`src/rtl/if_prefetch.sv`:
```
// Instruction prefetch unit: one outstanding req/ack fetch into a DEPTH-entry {pc,word} FIFO, flushed on redirect.
// Ack-to-inst_valid latency is 1 cycle; define PREFETCH_BYPASS_EN to forward an ack straight to IF when the FIFO is empty (latency 0).
module if_prefetch #(
    parameter int          DEPTH    = 4,
    parameter logic [31:0] RESET_PC = 32'd0
) (
    input  logic        clk_i,
    input  logic        rst_i,
    input  logic        redirect_i,
    input  logic [31:0] redirect_pc_i,
    input  logic        stall_i,
    output logic        inst_valid_o,
    output logic [31:0] inst_o,
    output logic [31:0] inst_pc_o,
    output logic        mem_req_o,
    output logic [31:0] mem_addr_o,
    input  logic        mem_ack_i,
    input  logic [31:0] mem_rdata_i
);

    localparam int            AW       = $clog2(DEPTH);
    localparam logic [AW:0]   CNT_FULL = (AW+1)'(DEPTH);

    typedef enum logic [1:0] {IDLE, WAIT, DISCARD} state_t;

    state_t         state_q;
    logic [31:0]    fetch_pc_q;
    logic [31:0]    req_addr_q;
    logic [31:0]    pc_q   [DEPTH];
    logic [31:0]    word_q [DEPTH];
    logic [AW-1:0]  rd_ptr_q;
    logic [AW-1:0]  wr_ptr_q;
    logic [AW:0]    count_q;

    logic           empty;
    logic           ack_ok;
    logic           byp_vld;
    logic           byp_take;
    logic           push;
    logic           pop;

    assign empty  = (count_q == '0);
    assign ack_ok = (state_q == WAIT) && mem_ack_i && !redirect_i;

`ifdef PREFETCH_BYPASS_EN
    // An ack into an empty FIFO is shown to IF in the same cycle; it is only stored if IF stalls.
    assign byp_vld  = ack_ok && empty;
    assign byp_take = byp_vld && !stall_i;
`else
    assign byp_vld  = 1'b0;
    assign byp_take = 1'b0;
`endif

    assign push = ack_ok && !byp_take;
    assign pop  = !empty && !stall_i && !redirect_i;

    assign inst_valid_o = !empty || byp_vld;
    assign inst_o       = byp_vld ? mem_rdata_i : word_q[rd_ptr_q];
    assign inst_pc_o    = byp_vld ? req_addr_q  : pc_q[rd_ptr_q];
    assign mem_req_o    = (state_q != IDLE);
    assign mem_addr_o   = req_addr_q;

    always_ff @(posedge clk_i) begin
        if (rst_i) begin
            state_q    <= IDLE;
            fetch_pc_q <= RESET_PC;
            req_addr_q <= RESET_PC;
            rd_ptr_q   <= '0;
            wr_ptr_q   <= '0;
            count_q    <= '0;
            for (int i = 0; i < DEPTH; i++) begin
                pc_q[i]   <= '0;
                word_q[i] <= '0;
            end
        end else if (redirect_i) begin
            fetch_pc_q <= {redirect_pc_i[31:2], 2'b00};
            rd_ptr_q   <= '0;
            wr_ptr_q   <= '0;
            count_q    <= '0;
            // The in-flight request must still see its ack; an ack arriving now retires it.
            case (state_q)
                WAIT:    state_q <= mem_ack_i ? IDLE : DISCARD;
                DISCARD: state_q <= mem_ack_i ? IDLE : DISCARD;
                default: state_q <= IDLE;
            endcase
        end else begin
            case (state_q)
                IDLE: begin
                    if (count_q < CNT_FULL) begin
                        req_addr_q <= fetch_pc_q;
                        fetch_pc_q <= fetch_pc_q + 32'd4;
                        state_q    <= WAIT;
                    end
                end
                WAIT:    if (mem_ack_i) state_q <= IDLE;
                DISCARD: if (mem_ack_i) state_q <= IDLE;
                default: state_q <= IDLE;
            endcase
            if (push) begin
                pc_q[wr_ptr_q]   <= req_addr_q;
                word_q[wr_ptr_q] <= mem_rdata_i;
                wr_ptr_q         <= wr_ptr_q + AW'(1);
            end
            if (pop) begin
                rd_ptr_q <= rd_ptr_q + AW'(1);
            end
            count_q <= count_q + {{AW{1'b0}}, push} - {{AW{1'b0}}, pop};
        end
    end

endmodule

```
`config.mk`:
```
export PLATFORM = sky130hd
export DESIGN_NAME = if_prefetch
export DESIGN_NICKNAME = d
export VERILOG_FILES = /design/src/rtl/if_prefetch.sv
export SDC_FILE = /design/constraint.sdc
export NUM_CORES = 1
export LEC_CHECK = 0
export ABC_AREA = 1
export CAP_MARGIN = 30
export CORE_MARGIN = 5
export CORE_UTILIZATION = 30
export CTS_CLUSTER_SIZE = 8
export DETAILED_ROUTE_END_ITERATION = 8
export GPL_ROUTABILITY_DRIVEN = 0
export PLACE_DENSITY = 0.56
export SLEW_MARGIN = 20
export SYNTH_ARGS = -nofsm -noshare
export SYNTH_HDL_FRONTEND = slang
export SYNTH_SLANG_ARGS = --single-unit
```
`constraint.sdc`:
```
create_clock -name clk_i -period 7.9 [get_ports clk_i]
set_input_delay 2.37 -clock clk_i [delete_from_list [all_inputs] [get_ports clk_i]]
set_output_delay 2.37 -clock clk_i [all_outputs]
set_load 0.01 [all_outputs]
```
=== After elaboration in Yosys (flattened, before gate mapping) ===
Memory sizes are Yosys's and may differ from the RTL's. A register that Yosys moved wholly into a read port is not among the register bits.
Cells that the tools add are included.

* Add/sub/neg operators: 5
* Magnitude comparators: 1
* Equality and inequality tests: 4
* Muxes and demuxes: 25
* Bitwise logic cells: 1
* Reductions and logical operators: 20

{| class="wikitable"
|+ Operator list
! operator !! number
|-
| $mux W32 || 5
|-
| $reduce_or A32 Y1 || 2
|-
| $add A32 B3 Y32 const B || 1
|-
| $mux W2 || 11
|-
| $mux W1 || 8
|-
| $reduce_and A2 Y1 || 3
|-
| $reduce_bool A2 Y1 || 3
|-
| $add A2 B1 Y2 const B || 2
|-
| $logic_and A1 B1 Y1 || 4
|-
| $pmux W2 S2 || 1
|-
| $reduce_or A2 Y1 || 2
|-
| $add A3 B1 Y3 || 1
|-
| $logic_not A1 Y1 || 3
|-
| $logic_not A3 Y1 || 1
|-
| $lt A3 B3 Y1 const B || 1
|-
| $ne A3 B1 Y1 const B || 1
|-
| $ne A3 B3 Y1 const B || 1
|-
| $reduce_and A3 Y1 || 1
|-
| $sub A3 B1 Y3 || 1
|-
| $eq A2 B1 Y1 const B || 1
|-
| $eq A2 B2 Y1 const B || 1
|-
| $logic_not A2 Y1 || 1
|-
| $not A1 Y1 || 1
|}

* Bits in registers: 73
* RAM bits: 256
* Input bits: 69
* Output and inout port bits: 98
* Word-level logic and storage cells: 65
* Memories: 2

{| class="wikitable"
|+ Memory list
! name !! depth !! width !! read ports !! clocked after Yosys merged registers in !! write ports !! line !! RTL
|-
| pc_q || 4 || 32 || 1 || 1 || 4 || 29 || <nowiki>logic [31:0] pc_q [DEPTH];</nowiki>
|-
| word_q || 4 || 32 || 1 || 1 || 4 || 30 || <nowiki>logic [31:0] word_q [DEPTH];</nowiki>
|}

=== Depth between registers and ports, before layout ===
* Depth in word-level cells: 9
* Mapped depth: 12
* Depth with buffers taken out: 12

=== Worst setup path before layout ===
Ideal clock, no wire load.

* Path kind: input to register
* Start point: in redirect_i
* End point: mem pc_q[3][10], enable pin
* Setup time: 568 ps
* Arrival: 7128 ps
* Required time: 7332 ps
* Slack: 205 ps
* Cell stages on the path: 4
* Buffers on the path: 1
* Path through: buf_2 > nor2_1 > nand2_1 > o21ai_0

{| class="wikitable"
|+ RTL lines
! item !! line !! RTL
|-
| from (decl) || 9 || <nowiki>input logic redirect_i,</nowiki>
|-
| to (decl) || 29 ||
|}

==> flow_metrics.env <==
export IMPL_status="completed"
export IMPL_place_ws_ns=2.35
export IMPL_pin_count=167
export IMPL_fin_crit_sh_pct=72.1
export IMPL_power_density_nw_per_um2=228
export IMPL_ir_worst_vdd_mv=0.153
export IMPL_seq_area_um2=8870
export IMPL_p_leak_uw=0.00648
export IMPL_design_core_area_um2=47400
export IMPL_numCtsBuffers=46
export IMPL_cp_end_kind="output pin"
export IMPL_cts_setup_buffers=0
export IMPL_multi_input_area_um2=4530
export IMPL_hp_class="flip-flop to flip-flop"
export IMPL_slew_viol_final=0
export IMPL_drtAntennaViolNets=0
export IMPL_htree_levels=2
export IMPL_syn_mean_instance_area_um2=9.66
export IMPL_grt_start_max_net_pins=79
export IMPL_worst_ep_required_time_ns=5.53
export IMPL_drt_wl_total_um=40300
export IMPL_setup_viol_count_final=0
export IMPL_grt_pass1_wl_um=62800
export IMPL_max_freq_ghz=0.176
export IMPL_clockRootBuffer="clkbuf_16"
export IMPL_worstSetupPathType="flip-flop to output pin"
export IMPL_drc_errors=0
export IMPL_routedWlPerCell_um=17.9
export IMPL_ctsLongestPathBuffers=3
export IMPL_cts_tree="built"
export IMPL_synth_seq_area_share_pct=62.0
export IMPL_synth_edff_count=248
export IMPL_io_buffers=160
export IMPL_finalWorstSetupSlack_ns=2.21
export IMPL_drive_gt1_share_pct=8.20
export IMPL_fp_dieW_um=228
export IMPL_final_hold_viol_count=0
export IMPL_nFillCells=4815
export IMPL_clk_insertion_delay_late_ns=0.55
export IMPL_clock_skew_ns=0.0135
export IMPL_async_flop_share_pct=0
export IMPL_cp_start_kind="flip-flop"
export IMPL_ys_warnings_count=0
export IMPL_syn_instance_count=1480
export IMPL_path_max_fanout=78
export IMPL_avgViaCountPerCell=4.84
export IMPL_clk_pin_slew_ns=0.05
export IMPL_hpwl_um=24300
export IMPL_die_area_um2=52100
export IMPL_layout_nets=1690
export IMPL_rsz0062_at_grt="no"
export IMPL_grt_pass1_vias=10987
export IMPL_vias=10889
export IMPL_finalCriticalPeriod_ns=5.69
export IMPL_grt_ovfl_total=0
export IMPL_area_delta_synth_final_pct=24.4
export IMPL_fin_area_um2=17800
export IMPL_max_cap_violations=0
export IMPL_drt_pass1_iterations=5
export IMPL_antenna_found_initial=0
export IMPL_n_antenna_cell=0
export IMPL_worst_pin_slew_ns=0.944
export IMPL_cts_resized_gates=0
export IMPL_worstPathArrival_ns=3.32
export IMPL_drt_iter0_markers=729
export IMPL_synthFlopType="edfxtp_1"
export IMPL_synth_cell_types=42
export IMPL_num_rows=80
export IMPL_initial_core_util_pct=30.1
export IMPL_netlist_area_um2=14300
export IMPL_max_slew_margin_pct=37.1
export IMPL_ctsHoldBuffers=0
export IMPL_yosys_register_bits=319
export IMPL_grt_total_usage_pct=15.1
export IMPL_die_h_um=228
export IMPL_placed_area_um2=16400
export IMPL_numClockSinks=319
export IMPL_final_setup_tns_ns=0
export IMPL_final_cells=2250
export IMPL_fin_util_pct=37.5
export IMPL_dp_cells=2181
cells by family after synthesis:
group                      count (synthesis)  share of synthesized area [%]
AOI/OAI and AO/OA                        292                           11.2
xor gates and xnor gates                   4                          0.245
adders and majority gates                  6                          0.577
buffers and inverters                    225                           6.75
DFF                                      319                           62.0
other                                      1                         0.0262
and+or+nand+nor                          633                           19.2
per-stage QoR:
stage               hold WS [ns]  total power, µW
CTS                        0.463             4110
finish                     0.462             4060
global route               0.490             4210
global placement           0.448             2250
floorplan                  0.436             2100
detailed placement         0.456             2260
cell usage in the layout (no fill, tap or decap), types with 43 or more instances in the layout:
cell,netlist,final
a21oi_1,43,43
o21ai_0,160,158
inv_1,114,112
clkbuf_16,0,49
clkdlybuf4s50_1,0,160
nand2_1,122,116
dfxtp_1,71,69
nand3_1,46,46
edfxtp_1,248,248
nor2_1,366,366
nor3_1,57,57
o22ai_1,62,62
sequential cells by signal, indices dropped and copies added (netlist names), named ones only:
name	cells
count_q	3
mem_addr_o	30
word_q	128
wr_ptr_q	2
fetch_pc_q	30
pc_q	120
rd_ptr_q	2
state_q	2
critical path: stages (launching register included):
cell and delay (ns):
dfxtp_4 0.50, inv_4 0.66, buf_4 0.58, o21ai_0 0.15, o22ai_1 0.25, clkdlybuf4s50_1 0.59
cells in the mapped netlist, types with 2 or more instances:
master | count | area, µm²
o211ai_1 | 3 | 22.5
nor2_1 | 366 | 1370
inv_2 | 15 | 56.3
buf_2 | 39 | 195
nor3_1 | 57 | 285
nor2_2 | 4 | 25.0
nand3_1 | 46 | 230
clkbuf_1 | 42 | 158
dfxtp_1 | 71 | 1420
a31oi_1 | 8 | 50.1
inv_1 | 114 | 428
nand3_2 | 2 | 20.0
nor2_8 | 2 | 40.0
xor2_1 | 2 | 17.5
and2_1 | 3 | 18.8
nand2_2 | 5 | 31.3
a21oi_1 | 43 | 215
nand2_1 | 122 | 458
buf_6 | 5 | 56.3
ha_1 | 5 | 62.6
xnor2_1 | 2 | 17.5
o21ai_0 | 160 | 801
buf_4 | 9 | 67.6
a22oi_1 | 3 | 22.5
a21oi_2 | 2 | 17.5
nand4_1 | 4 | 25.0
nor2_4 | 18 | 203
edfxtp_1 | 248 | 7450
o22ai_1 | 62 | 388
a211oi_1 | 6 | 45.0
final timing paths:
path	startpoint	endpoint	slack [ns]	cells past startpoint
worst max-delay path	flip-flop	inst_o[7]	2.21	5
worst min-delay path	state_q[1]$_SDFFE_PP0P_	state_q[1]$_SDFFE_PP0P_	0.46	2
worst max register to register	state_q[1]$_SDFFE_PP0P_	word_q[3][3]$_DFFE_PP_	5.34	7
worst min register to register	state_q[1]$_SDFFE_PP0P_	state_q[1]$_SDFFE_PP0P_	0.46	2
power by group:
group	internal [µW]	switching, µW
clock network	1140	689
registers	1880	38.7
logic	121	184
total	3140	912
cell type report:
| type | count | area share (%) |
|---|---|---|
| sequential | 319 | 49.9 |
| multi-input combinational | 939 | 25.5 |
| timing repair buffer | 180 | 10.1 |
| clock buffer | 66 | 7.25 |
| tap | 615 | 4.32 |
| inverter | 129 | 2.75 |
| clock inverter | 2 | 0.197 |
layer usage:
layer	vias up	GRT usage (%)	share of wire, %
met5	-	0	0
met4	0	4.22	1.9
met2	302	25.5	48
li1	5292	-	-
met3	53	3.09	5.9
met1	5242	19.8	44
Note: power is estimated with default switching activity, not from simulation.
